===== src/rtl/operand_collector4.sv =====
// Operand collector: packs four serial WIDTH-bit operands into one parallel
// bundle (x1..x4) for the four-operand adder stage, with valid/ready on both
// sides and a free-running count of handed-off bundles.
module operand_collector4 #(
  parameter int unsigned WIDTH = 4,
  parameter int unsigned CNT_W = 8
) (
  input  logic             clk,
  input  logic             rst,
  input  logic             flush,
  input  logic             in_valid,
  output logic             in_ready,
  input  logic [WIDTH-1:0] in_data,
  output logic             out_valid,
  input  logic             out_ready,
  output logic [WIDTH-1:0] x1,
  output logic [WIDTH-1:0] x2,
  output logic [WIDTH-1:0] x3,
  output logic [WIDTH-1:0] x4,
  output logic [1:0]       slot,
  output logic [CNT_W-1:0] bundle_cnt
);

  typedef enum logic {StCollect, StPresent} state_e;

  state_e           state_q, state_d;
  logic [1:0]       slot_q, slot_d;
  logic [WIDTH-1:0] x1_q, x1_d;
  logic [WIDTH-1:0] x2_q, x2_d;
  logic [WIDTH-1:0] x3_q, x3_d;
  logic [WIDTH-1:0] x4_q, x4_d;
  logic             out_valid_q, out_valid_d;
  logic             in_ready_q, in_ready_d;
  logic [CNT_W-1:0] cnt_q, cnt_d;

  // Next-state logic; flush overrides everything except reset.
  always_comb begin
    state_d     = state_q;
    slot_d      = slot_q;
    x1_d        = x1_q;
    x2_d        = x2_q;
    x3_d        = x3_q;
    x4_d        = x4_q;
    out_valid_d = out_valid_q;
    in_ready_d  = in_ready_q;
    cnt_d       = cnt_q;

    if (flush) begin
      // Drops any same-cycle operand and any same-cycle handoff.
      state_d     = StCollect;
      slot_d      = 2'd0;
      x1_d        = '0;
      x2_d        = '0;
      x3_d        = '0;
      x4_d        = '0;
      out_valid_d = 1'b0;
      in_ready_d  = 1'b1;
    end else begin
      case (state_q)
        StCollect: begin
          if (in_valid && in_ready_q) begin
            case (slot_q)
              2'd0:    x1_d = in_data;
              2'd1:    x2_d = in_data;
              2'd2:    x3_d = in_data;
              default: x4_d = in_data;
            endcase
            slot_d = slot_q + 2'd1;
            if (slot_q == 2'd3) begin
              state_d     = StPresent;
              out_valid_d = 1'b1;
              in_ready_d  = 1'b0;
            end
          end
        end
        default: begin
          // x1..x4 are deliberately left as-is after handoff.
          if (out_ready) begin
            cnt_d       = cnt_q + 1'b1;
            state_d     = StCollect;
            slot_d      = 2'd0;
            out_valid_d = 1'b0;
            in_ready_d  = 1'b1;
          end
        end
      endcase
    end
  end

  // State and registered outputs, asynchronously cleared by rst.
  always_ff @(posedge clk or posedge rst) begin
    if (rst) begin
      state_q     <= StCollect;
      slot_q      <= 2'd0;
      x1_q        <= '0;
      x2_q        <= '0;
      x3_q        <= '0;
      x4_q        <= '0;
      out_valid_q <= 1'b0;
      in_ready_q  <= 1'b1;
      cnt_q       <= '0;
    end else begin
      state_q     <= state_d;
      slot_q      <= slot_d;
      x1_q        <= x1_d;
      x2_q        <= x2_d;
      x3_q        <= x3_d;
      x4_q        <= x4_d;
      out_valid_q <= out_valid_d;
      in_ready_q  <= in_ready_d;
      cnt_q       <= cnt_d;
    end
  end

  assign in_ready   = in_ready_q;
  assign out_valid  = out_valid_q;
  assign x1         = x1_q;
  assign x2         = x2_q;
  assign x3         = x3_q;
  assign x4         = x4_q;
  assign slot       = slot_q;
  assign bundle_cnt = cnt_q;

endmodule


===== config.mk =====
export PLATFORM = sky130hd
export DESIGN_NAME = operand_collector4
export DESIGN_NICKNAME = d
export VERILOG_FILES = /design/src/rtl/operand_collector4.sv
export SDC_FILE = /design/constraint.sdc
export NUM_CORES = 1
export LEC_CHECK = 0
export CAP_MARGIN = 20
export CORE_ASPECT_RATIO = 0.7
export CORE_MARGIN = 2
export CORE_UTILIZATION = 50
export CTS_BUF_LIST = sky130_fd_sc_hd__clkbuf_2 sky130_fd_sc_hd__clkbuf_4 sky130_fd_sc_hd__clkbuf_8
export DETAILED_ROUTE_END_ITERATION = 10
export MAX_ROUTING_LAYER = met4
export PLACE_DENSITY = 0.83
export SKIP_CTS_REPAIR_TIMING = 1
export SYNTH_ARGS = -nofsm -noshare
export SYNTH_HDL_FRONTEND = slang
export SYNTH_SLANG_ARGS = --single-unit

===== constraint.sdc =====
create_clock -name clk -period 1.7 [get_ports clk]
set_clock_uncertainty 0.15 [all_clocks]
set_input_delay 0.425 -clock clk [delete_from_list [all_inputs] [get_ports clk]]
set_output_delay 0.425 -clock clk [all_outputs]
set_load 0.005 [all_outputs]

# Word level (Yosys, flattened, before mapping)
# Cells that the tools add are included.
dict set report word_totals {
  register_bits 29
  input_bits 9
  out_inout_bits 28
  elab_cells 69
}
dict set report op_classes {
  addsub 2
  eq_ne 6
  mux 35
  bitwise 1
  reduce_logical 16
}
# operator count
set ops {}
lappend ops {{$mux W4} 16}
lappend ops {{$reduce_and A3 Y1} 6}
lappend ops {{$mux W1} 15}
lappend ops {{$add A8 B1 Y8 const B} 1}
lappend ops {{$mux W2} 4}
lappend ops {{$reduce_bool A2 Y1} 4}
lappend ops {{$reduce_bool A3 Y1} 2}
lappend ops {{$eq A2 B2 Y1 const B} 2}
lappend ops {{$ne A3 B3 Y1 const B} 1}
lappend ops {{$reduce_or A3 Y1} 1}
lappend ops {{$add A2 B1 Y2 const B} 1}
lappend ops {{$eq A2 B1 Y1 const B} 1}
lappend ops {{$logic_not A2 Y1} 1}
lappend ops {{$ne A2 B1 Y1 const B} 1}
lappend ops {{$ne A2 B2 Y1 const B} 1}
lappend ops {{$reduce_and A2 Y1} 1}
lappend ops {{$logic_and A1 B1 Y1} 1}
lappend ops {{$not A1 Y1} 1}

# Longest topological paths before layout
# Gate-level depths: netlist of the first run.
dict set report logic_depth {
  ltp_word 6
  ltp_mapped 5
}

# Worst setup path after synthesis of the first run
# OpenSTA, ideal clock, no wires.
dict set report synth_path {
  path_type {register to register}
  startpoint {register slot_q[0], in the netlist slot[0]}
  endpoint {register x4_q[0], in the netlist x4[0]}
  setup_time_ns 0.125
  arrival_time_ns 1.223
  setup_slack_ns 0.202
  stages_incl_launch_ff 4
  period_less_slack_ns 1.498
  path_cell_list {dfrtp_1 > ha_1 > a41oi_4 > mux2_2}
}
dict set report synth_via {
  elab_chain_cells 4
  word_cells_on_any_way 6
  cone_classes {eq/ne: 3; reduce/logical: 3}
}
# element line
set synth_rtl {}
lappend synth_rtl {{start, declared} 27} ;# logic [1:0] slot_q, slot_d;
lappend synth_rtl {{start signal, assigned} 104} ;# slot_q <= slot_d;
lappend synth_rtl {{$eq A2 B2 Y1 (tied with other cells)} 62} ;# case (slot_q)
lappend synth_rtl {{$reduce_or A3 Y1 (no source line) (*)} n/a}
lappend synth_rtl {{$ne A2 B1 Y1 (no source line) (*)} n/a}
lappend synth_rtl {{$reduce_and A3 Y1 (no source line) (*)} n/a}
lappend synth_rtl {{end signal, assigned} 98} ;# x4_q <= '0;
lappend synth_rtl {{end signal, assigned} 108} ;# x4_q <= x4_d;
lappend synth_rtl {{end, declared} 31} ;# logic [WIDTH-1:0] x4_q, x4_d;
# Mark *: on every way between the ends. The rest lies on a longest branch, timed or not.
# A chain may end at the register's enable or synchronous reset.

# Worst setup path in the final report of the first run
# Same ends and word-level chain as after synthesis.

==> reports/results.txt, run 1 <==
Mapped Area - 1390 µm²
Clk pin slew, worst setup/hold paths - 60 ps
Chip Height - 48.2 µm
Cells along the critical path - buf_4 -> ha_1 -> a41oi_4 -> mux2_2
Vias per Instance - 5.32
Worst-path cell with the longest stage delay - sky130_fd_sc_hd__dfrtp_2
Number of nets in the synthesized netlist - 135
Routed WL per cell - 16.8 µm
Fin. max-slew vios - 0
Classification of the worst setup path - reg2reg
Final estimated routing congestion in global placement - 0.855
Max Clk Rate - 605 MHz
Placeable core region - 2550 µm²
Post-route DRC - 0
Fraction of the cycle the final worst path needs - 97.2%
Final hold violation count - 0
Clock latency on the worst-skew pair - 280 ps
Final hold slack - 330 ps
Half-perimeter wire length of the detailed placement result - 2.26 mm
Required time reported for the critical path endpoint - 1710 ps
Maximum number of buffers from clock root to sink - 2
Relative slew slack - 76.3%
Ant diodes - 0
Cell at the root of the clock tree - sky130_fd_sc_hd__clkbuf_8
Synthesized area divided by synthesized cell count - 11.6 µm²
Transition time at the pin with the least slew margin - 356 ps
Worst IR drop on VDD - 0.649 mV
Port-buffer cells - 36
Detailed-route via count - 1154
Gate Count Post-Synth - 120
Final WL - 3.65 mm
Antenna violations before repair - 0
Overall track demand over capacity in global routing - 24.0%
Number of cells after detailed placement - 197
Sequential area share after synthesis - 52.2%
TritonCTS clock tree - built
Critical Path Source Type - register
Maximum single-stage delay on the critical path - 420 ps
Area growth from synthesis to layout - 56.4%
GR Overflow Total - 0
Overall die area - 3230 µm²
Type of the worst min-delay path - in2async
Post-DRT Antenna Nets - 0
Data arrival at the endpoint of the critical path - 1670 ps
Synth cell types - 30
Total Nets Final - 197
P per Cell Area - 800 nW/µm²
Register bit count reported by yosys - 29
Number of global-route vias before repair - 1063
H-tree level count - 2
Final core area utilization - 85.3%
First drt pass iteration count - 4
Yosys warnings - 0
Fin crit period - 1650 ps
Number of DRC markers after the initial detailed-route iteration - 68
Wire length of the first global-routing pass - 5.11 mm
Number of clock buffers inserted by TritonCTS - 5
Pin count of the biggest net entering global routing - 30
Capturing element type of the critical path - register
# setup viols final - 0
EDFF count, synth - 0
Placement row count - 15
Layout cell share with drive strength beyond 1 - 26.8%
Prevailing post-synth register cell - sky130_fd_sc_hd__dfrtp_1
Die X-Extent - 67.1 µm
Leakage component of the power - 1.50 nW
Outcome - finished, final reports clean
Total clock sinks - 29
Proportion of register bits with asynchronous set or reset after synthesis - 100%
Number of standard cells in the final layout excluding fillers - 217
Max-capacitance violation count - 0
Number of I/O pins - 37
Initial core utilization - 54.6%
Maximum net fanout on the critical path - 4
Unrepaired setup endpoints after global routing - no
[where the power goes]
part           internal, mW  switching (mW)
clock                 0.493           0.261
sequential            0.721          0.0196
combinational         0.138           0.109
total                  1.35           0.390
[sequential cells by signal (all words and copies together) (netlist names)]
| name | count |
|---|---|
| x1 | 4 |
| in_ready | 1 |
| bundle_cnt | 8 |
| x4 | 4 |
| out_valid | 1 |
| x3 | 4 |
| slot | 2 |
| state_q | 1 |
| x2 | 4 |
[metal layers]
| metal | vias to the layer above | routed length [µm] | global-route usage (%) |
|---|---|---|---|
| met2 | 46 | 1850 | 39.6 |
| li1 | 532 | - | - |
| met5 | - | 0 | - |
| met4 | 0 | 68 | 12.2 |
| met1 | 567 | 1500 | 28.2 |
| met3 | 9 | 227 | 5.77 |
[cell usage in the layout, fill, tap and decap left out, types with 2 or more instances in the layout]
cell type,count
sky130_fd_sc_hd__mux2_2,5
sky130_fd_sc_hd__nor2b_1,4
sky130_fd_sc_hd__dfrtp_2,3
sky130_fd_sc_hd__inv_2,3
sky130_fd_sc_hd__buf_4,22
sky130_fd_sc_hd__clkdlybuf4s50_1,5
sky130_fd_sc_hd__clkbuf_8,6
sky130_fd_sc_hd__mux2i_1,11
sky130_fd_sc_hd__nand4b_1,4
sky130_fd_sc_hd__inv_1,3
sky130_fd_sc_hd__nand2_1,6
sky130_fd_sc_hd__dlymetal6s2s_1,31
sky130_fd_sc_hd__nor3_1,2
sky130_fd_sc_hd__nand4_1,3
sky130_fd_sc_hd__dfrtp_1,25
sky130_fd_sc_hd__nand3_1,2
sky130_fd_sc_hd__xnor2_1,3
sky130_fd_sc_hd__xor2_1,4
sky130_fd_sc_hd__ha_1,5
sky130_fd_sc_hd__a21oi_1,4
sky130_fd_sc_hd__nor2_1,15
[synthesized netlist by cell type (all sizes together) (2+ instances only)]
library cell / n / area share (%)
nand4: 3 / 1.3
ha: 6 / 5.4
a21oi: 4 / 1.4
nand4b: 4 / 2.5
mux2: 5 / 4.0
buf: 4 / 1.3
nand3: 2 / 0.72
nand2: 6 / 1.6
nor2: 15 / 4.0
nor3: 2 / 0.72
nor2b: 4 / 1.8
mux2i: 12 / 8.6
xnor2: 3 / 1.9
xor2: 4 / 2.5
inv: 6 / 1.6
dfrtp: 28 / 50
[path summary, 6_finish.rpt]
| check | start | to | slack, ps | cells past startpoint |
|---|---|---|---|---|
| setup / recovery | slot[0]$_DFFE_PP0P_ | x4[0]$_DFFE_PP0P_ | 50 | 4 |
| hold / removal | rst | x3[3]$_DFFE_PP0P_ | 330 | 3 |
| setup reg to reg | slot[0]$_DFFE_PP0P_ | x4[0]$_DFFE_PP0P_ | 50 | 4 |
| hold reg to reg | bundle_cnt[5]$_DFFE_PP0P_ | bundle_cnt[5]$_DFFE_PP0P_ | 360 | 1 |
| max in group asynchronous | rst | in_ready$_DFFE_PP1P_ | 830 | 3 |
| min in group clk | bundle_cnt[5]$_DFFE_PP0P_ | bundle_cnt[5]$_DFFE_PP0P_ | 360 | 1 |
[metrics by stage]
stage	area, µm²	total power, mW	TNS, ps	setup WS (ps)
after floorplan	1390	0.852	0	202
after global placement	1870	0.976	-3710	-203
after detailed placement	1870	0.984	-4950	-256
after CTS	1990	1.73	-1490	-174
after global routing	2180	1.80	0	9.13
final	2180	1.74	0	47.9
[area by class of cell]
class | count | area, µm²
clock inverters | 1 | 30.0
inverters | 6 | 22.5
well taps | 34 | 42.5
clock buffers | 7 | 90.1
multi-input cells | 81 | 639
repair buffers | 59 | 623
flip-flops and latches | 29 | 731
fillers | 128 | 374
[cell families after synthesis]
group / after synthesis / share of synthesized area [%]
simple gates: 42 / 17.1
flops: 29 / 52.2
mux: 17 / 12.7
buf+inv: 10 / 2.96
compound gates: 9 / 5.30
xor+xnor: 7 / 4.40
fa+ha+maj: 6 / 5.39
[worst max-delay path: cells and delay by family, from the launching register on]
family	cells	cell delay, ps
compound gates	1	220
fa+ha+maj	1	220
buf+inv	1	160
flops	1	420
mux	1	370
No activity file was read; power rests on OpenSTA's default activity.
==> run 2, diff against run 1 <==
==> constraint.sdc (replaced) <==
create_clock -name clk -period 1.56 [get_ports clk]
set_clock_uncertainty 0.15 [all_clocks]
set_input_delay 0.39 -clock clk [delete_from_list [all_inputs] [get_ports clk]]
set_output_delay 0.39 -clock clk [all_outputs]
set_load 0.005 [all_outputs]
==> reports/results.txt, run 2 (synthesis results as in run 1) <==
Fin. max-slew vios - 0 (unchanged)
Top Metal Used - met4
Worst IR drop on VDD - 0.653 mV (+0.63%)
Leakage component of the power - 1.54 nW (+2.3%)
Most frequent cells in the layout - sky130_fd_sc_hd__dlymetal6s2s_1, sky130_fd_sc_hd__dfrtp_1, sky130_fd_sc_hd__buf_4
Relative slew slack - 78.9% (+2.7 points)
Chip Height - 48.2 µm (unchanged)
Layout cell share with drive strength beyond 1 - 28.3% (+1.6 points)
Number of I/O pins - 37 (unchanged)
Classification of the worst setup path - reg2reg
Clock latency on the worst-skew pair - 280 ps (about the same)
Area growth from synthesis to layout - 61.2%
Maximum net fanout on the critical path - 4 (unchanged)
Violated checks - negative setup slack
Placement row count - 15 (unchanged)
Final hold violation count - 0 (unchanged)
Overall die area - 3230 µm² (unchanged)
Post-DRT Antenna Nets - 0 (unchanged)
Final WL - 3.98 mm (+8.9%)
Final worst setup slack - -17.6 ps (-65.5 ps)
First drt pass iteration count - 4 (unchanged)
Placeable core region - 2550 µm² (unchanged)
Number of cells on the worst reg-to-reg path - 7 (+3)
Pin count of the biggest net entering global routing - 30 (unchanged)
Max Clk Rate - 634 MHz (+4.7%)
Wire length of the first global-routing pass - 5.28 mm (+3.4%)
Maximum number of buffers from clock root to sink - 2 (unchanged)
Reg area - 729 µm² (-0.17%)
Fraction of the cycle the final worst path needs - 101% (+3.9 points)
Data arrival at the endpoint of the critical path - 1600 ps (-70 ps)
Fill cell total of the finished layout - 99 (-23%)
H-tree level count - 2 (unchanged)
Max-capacitance violation count - 0 (unchanged)
Wire length on met2 - 1.92 mm (+3.3%)
Number of global-route vias before repair - 1137 (+7.0%)
Critical Path Source Type - register
Largest register FFs - 8 (unchanged)
Outcome - finished with violations
Overall track demand over capacity in global routing - 24.6% (+0.60 points)
Origin of the critical flop-to-flop path - slot[1]$_DFFE_PP0P_
End of the worst register-to-register path - x1[2]$_DFFE_PP0P_
Most frequent standard cell in the layout excluding fill and tap cells - sky130_fd_sc_hd__dlymetal6s2s_1
Final design instance area without fill - 2240 µm² (+3.0%)
TritonCTS clock tree - built
Type of the worst min-delay path - in2async
Number of clock buffers inserted by TritonCTS - 5 (unchanged)
Port-buffer cells - 36 (unchanged)
Routed WL per cell - 18.0 µm (+6.9%)
Half-perimeter wire length of the detailed placement result - 2.43 mm (+7.3%)
Overall power of the completed layout - 1.80 mW (+3.2%)
# setup viols final - 2 (+2)
Final estimated routing congestion in global placement - 0.836 (-2.1%)
Required time reported for the critical path endpoint - 1580 ps (-130 ps)
Vias per Instance - 5.45 (+2.5%)
Met1 routed wirelength after detailed routing - 1.67 mm (+11%)
Post-route DRC - 0 (unchanged)
Ant diodes - 0 (unchanged)
Detailed-route via count - 1205 (+4.4%)
Flop2flop setup slack - -20 ps (-70 ps)
Fin crit period - 1580 ps (-74.5 ps)
Antenna violations before repair - 0 (unchanged)
Area occupied by multi-input gates - 668 µm² (+4.5%)
P per Cell Area - 801 nW/µm² (+0.18%)
Cell at the root of the clock tree - sky130_fd_sc_hd__clkbuf_8
Met3 routed WL - 220 µm (-3.1%)
Unrepaired setup endpoints after global routing - yes
Initial core utilization - 54.6% (unchanged)
GR Overflow Total - 0 (unchanged)
Total clock sinks - 29 (unchanged)
Total Nets Final - 201 (+2.0%)
Clk pin slew, worst setup/hold paths - 60 ps (about the same)
Area of placed instances - 1930 µm² (+3.2%)
Die X-Extent - 67.1 µm (unchanged)
Transition time at the pin with the least slew margin - 315 ps (-41.2 ps)
Number of DRC markers after the initial detailed-route iteration - 96 (+41%)
Capturing element type of the critical path - register
## run 2: cell types whose count changed in the layout (fill, tap and decap cells not counted), sizes merged
cell    previous run  this run
buf               23        27
bufinv             1         0
clkinv             0         1
## run 2: layout make-up
type	instances	share of cell area [%]
Clock buffer	7	4.29
Tap cell	34	1.90
Multi-Input combinational cell	81	29.8
Inverter	6	1.23
Clock inverter	1	0.223
Sequential cell	29	32.5
Timing Repair Buffer	63	30.1
## run 2: how the worst max path moves through the flow
| stage | startpoint | to | slack (ps) | depth (start not counted) |
|---|---|---|---|---|
| 6_report | slot[1]$_DFFE_PP0P_ | x1[2]$_DFFE_PP0P_ | -20 | 7 |
| 5_1_grt | state_q$_DFF_PP0_ | bundle_cnt[7]$_DFFE_PP0P_ | -70 | 4 |
| 4_1_cts | in_ready$_DFFE_PP1P_ | in_ready | -300 | 1 |
| 3_5_place_dp | in_valid | x1[2]$_DFFE_PP0P_ | -390 | 6 |
| 3_3_place_gp | in_valid | x1[0]$_DFFE_PP0P_ | -330 | 6 |
| 2_1_floorplan | slot[0]$_DFFE_PP0P_ | x4[0]$_DFFE_PP0P_ | 60 | 3 |
## run 2: per-stage QoR
stage / setup slack [ps] / utilization, % / cells / hold WS (ps) / TNS, ps
6_report: -17.6 / 87.9 / 221 / 317 / -27.2
4_1_cts: -297 / 79.7 / 213 / 285 / -5670
3_5_place_dp: -390 / 75.7 / 205 / 314 / -8400
5_1_grt: -69.1 / 87.9 / 221 / 345 / -479
2_1_floorplan: 62.0 / - / 120 / 315 / 0
3_3_place_gp: -332 / 75.7 / 205 / 305 / -7320
## run 2: worst max-delay path, cell delays in order, from the launching register on
cell and delay, ps:
sky130_fd_sc_hd__dfrtp_2 430, sky130_fd_sc_hd__buf_6 130, sky130_fd_sc_hd__inv_4 60, sky130_fd_sc_hd__ha_1 140
sky130_fd_sc_hd__nand4b_1 140, sky130_fd_sc_hd__buf_6 170, sky130_fd_sc_hd__mux2i_1 180, sky130_fd_sc_hd__nor2_1 60
## run 2: per-layer routing
layer	vias to the layer above	global-route usage [%]
met5	-	-
met4	0	13.5
met3	22	6.70
met2	53	38.8
met1	586	29.4
li1	544	-
## run 2: power by group
part	internal [mW]	switching, mW	leakage (nW)	total (mW)
combinational	0.169	0.127	1.10	0.297
clock	0.398	0.288	0.0542	0.686
sequential	0.786	0.0297	0.385	0.816
==> run 3, diff against run 2 <==
--- a/config.mk
+++ b/config.mk
@@ -10,8 +10,8 @@
 export CORE_MARGIN = 2
 export CORE_UTILIZATION = 50
 export CTS_BUF_LIST = sky130_fd_sc_hd__clkbuf_2 sky130_fd_sc_hd__clkbuf_4 sky130_fd_sc_hd__clkbuf_8
+export CTS_CLUSTER_DIAMETER = 30
 export DETAILED_ROUTE_END_ITERATION = 10
-export MAX_ROUTING_LAYER = met4
 export PLACE_DENSITY = 0.83
 export SKIP_CTS_REPAIR_TIMING = 1
 export SYNTH_ARGS = -nofsm -noshare
==> reports/results.txt, run 3 (synthesis results as in run 1) <==
Outcome - finished with violations
Violated checks - negative setup slack
Most frequent cells in the layout - sky130_fd_sc_hd__dlymetal6s2s_1, sky130_fd_sc_hd__dfrtp_1, sky130_fd_sc_hd__buf_4
Most frequent standard cell in the layout excluding fill and tap cells - sky130_fd_sc_hd__dlymetal6s2s_1
Number of cells on the worst reg-to-reg path - 7 (unchanged)
Unrepaired setup endpoints after global routing - yes
Final core area utilization - 87.9% (unchanged)
Max Clk Rate - 638 MHz (+0.67%)
GR Overflow Total - 0 (unchanged)
Transition time at the pin with the least slew margin - 313 ps (-1.64 ps)
Chip Height - 48.2 µm (unchanged)
Worst IR drop on VDD - 0.647 mV (-0.95%)
Port-buffer cells - 36 (unchanged)
Total clock sinks - 29 (unchanged)
Pin count of the biggest net entering global routing - 30 (unchanged)
Placeable core region - 2550 µm² (unchanged)
Post-route DRC - 0 (unchanged)
TritonCTS clock tree - built
Max-capacitance violation count - 0 (unchanged)
Data arrival at the endpoint of the critical path - 1590 ps (about the same)
Ant diodes - 0 (unchanged)
Initial core utilization - 54.6% (unchanged)
Layout cell share with drive strength beyond 1 - 28.3% (unchanged)
Fin. max-slew vios - 0 (unchanged)
Minimum setup slack after placement - -390 ps (unchanged)
Number of global-route vias before repair - 1136 (-0.088%)
Clk pin slew, worst setup/hold paths - 60 ps (about the same)
Required time reported for the critical path endpoint - 1580 ps (about the same)
Post-DRT Antenna Nets - 0 (unchanged)
Largest register FFs - 8 (unchanged)
Area of placed instances - 1930 µm² (unchanged)
Maximum net fanout on the critical path - 4 (unchanged)
Wire length of the first global-routing pass - 5.28 mm (unchanged)
Half-perimeter wire length of the detailed placement result - 2.43 mm (unchanged)
Setup_tns - -9.64 ps (+17.6 ps)
H-tree level count - 2 (unchanged)
Critical Path Source Type - register
Clock latency on the worst-skew pair - 290 ps (about the same)
Number of standard cells in the final layout excluding fillers - 221 (unchanged)
Leakage component of the power - 1.54 nW (unchanged)
Final WL - 4.01 mm (+0.80%)
Die X-Extent - 67.1 µm (unchanged)
Fin crit period - 1570 ps (-10.4 ps)
Final design instance area without fill - 2240 µm² (unchanged)
Relative slew slack - 79.1% (+0.11 points)
Routed WL per cell - 18.1 µm (+0.80%)
P per Cell Area - 801 nW/µm² (about the same)
Placement row count - 15 (unchanged)
Number of I/O pins - 37 (unchanged)
Classification of the worst setup path - reg2reg
Final estimated routing congestion in global placement - 0.824 (-1.5%)
Number of clock buffers inserted by TritonCTS - 5 (unchanged)
Capturing element type of the critical path - register
Cell at the root of the clock tree - sky130_fd_sc_hd__clkbuf_8
Vias per Instance - 5.44 (-0.25%)
Maximum number of buffers from clock root to sink - 2 (unchanged)
Final hold violation count - 0 (unchanged)
Overall track demand over capacity in global routing - 23.7% (-0.82 points)
# setup viols final - 2 (unchanged)
Number of DRC markers after the initial detailed-route iteration - 131 (+36%)
Antenna violations before repair - 0 (unchanged)
Type of the worst min-delay path - in2async
First drt pass iteration count - 4 (unchanged)
Final worst setup slack - -7.20 ps (+10.4 ps)
Overall die area - 3230 µm² (unchanged)
Total Nets Final - 201 (unchanged)
Area growth from synthesis to layout - 61.2% (unchanged)
Number of cells after detailed placement - 205 (unchanged)
Fraction of the cycle the final worst path needs - 100% (-0.67 points)
Final hold slack - 313 ps (-4.21 ps)
Detailed-route via count - 1202 (-0.25%)
Overall power of the completed layout - 1.80 mW (about the same)
-- run 3: cell counts in the layout (fill, tap and decap cells not counted) --
No cell type changed its count.
-- run 3: worst paths after layout --
kind                                      startpoint                        end  slack (ps)
setup / recovery                 slot[1]$_DFFE_PP0P_          x1[2]$_DFFE_PP0P_          -7
hold / removal                                   rst          x4[0]$_DFFE_PP0P_         310
setup reg to reg                 slot[1]$_DFFE_PP0P_          x1[2]$_DFFE_PP0P_          -7
hold reg to reg            bundle_cnt[7]$_DFFE_PP0P_  bundle_cnt[7]$_DFFE_PP0P_         320
max in group asynchronous                        rst       in_ready$_DFFE_PP1P_         710
min in group clk           bundle_cnt[7]$_DFFE_PP0P_  bundle_cnt[7]$_DFFE_PP0P_         320
-- run 3: cell type report --
cell class | count | area [µm²]
clock buffer | 7 | 96.3
clock inverter | 1 | 5.00
fill | 99 | 308
inverter | 6 | 27.5
multi-input combinational | 81 | 668
sequential | 29 | 729
tap | 34 | 42.5
timing repair buffer | 63 | 676
-- run 3: worst max-delay path, cell delays in order (launching register included) --
cell and delay, ps:
sky130_fd_sc_hd__dfrtp_2 430, sky130_fd_sc_hd__buf_6 130, sky130_fd_sc_hd__inv_4 60, sky130_fd_sc_hd__ha_1 140, sky130_fd_sc_hd__nand4b_1 140, sky130_fd_sc_hd__buf_6 170, sky130_fd_sc_hd__mux2i_1 170, sky130_fd_sc_hd__nor2_1 60
-- run 3: routing by layer --
| metal | share of wire, % | up-vias | track usage [%] |
|---|---|---|---|
| li1 | - | 542 | - |
| met1 | 41 | 581 | 29.2 |
| met4 | 3.4 | 0 | 13.5 |
| met2 | 49 | 61 | 38.8 |
| met5 | 0 | - | 0 |
| met3 | 6.1 | 18 | 6.93 |
-- run 3: where the power goes --
part	leakage (nW)	internal (mW)	switching, mW
sequential	0.385	0.786	0.0297
combinational	1.10	0.169	0.128
clock	0.0542	0.398	0.287
total	1.54	1.35	0.445
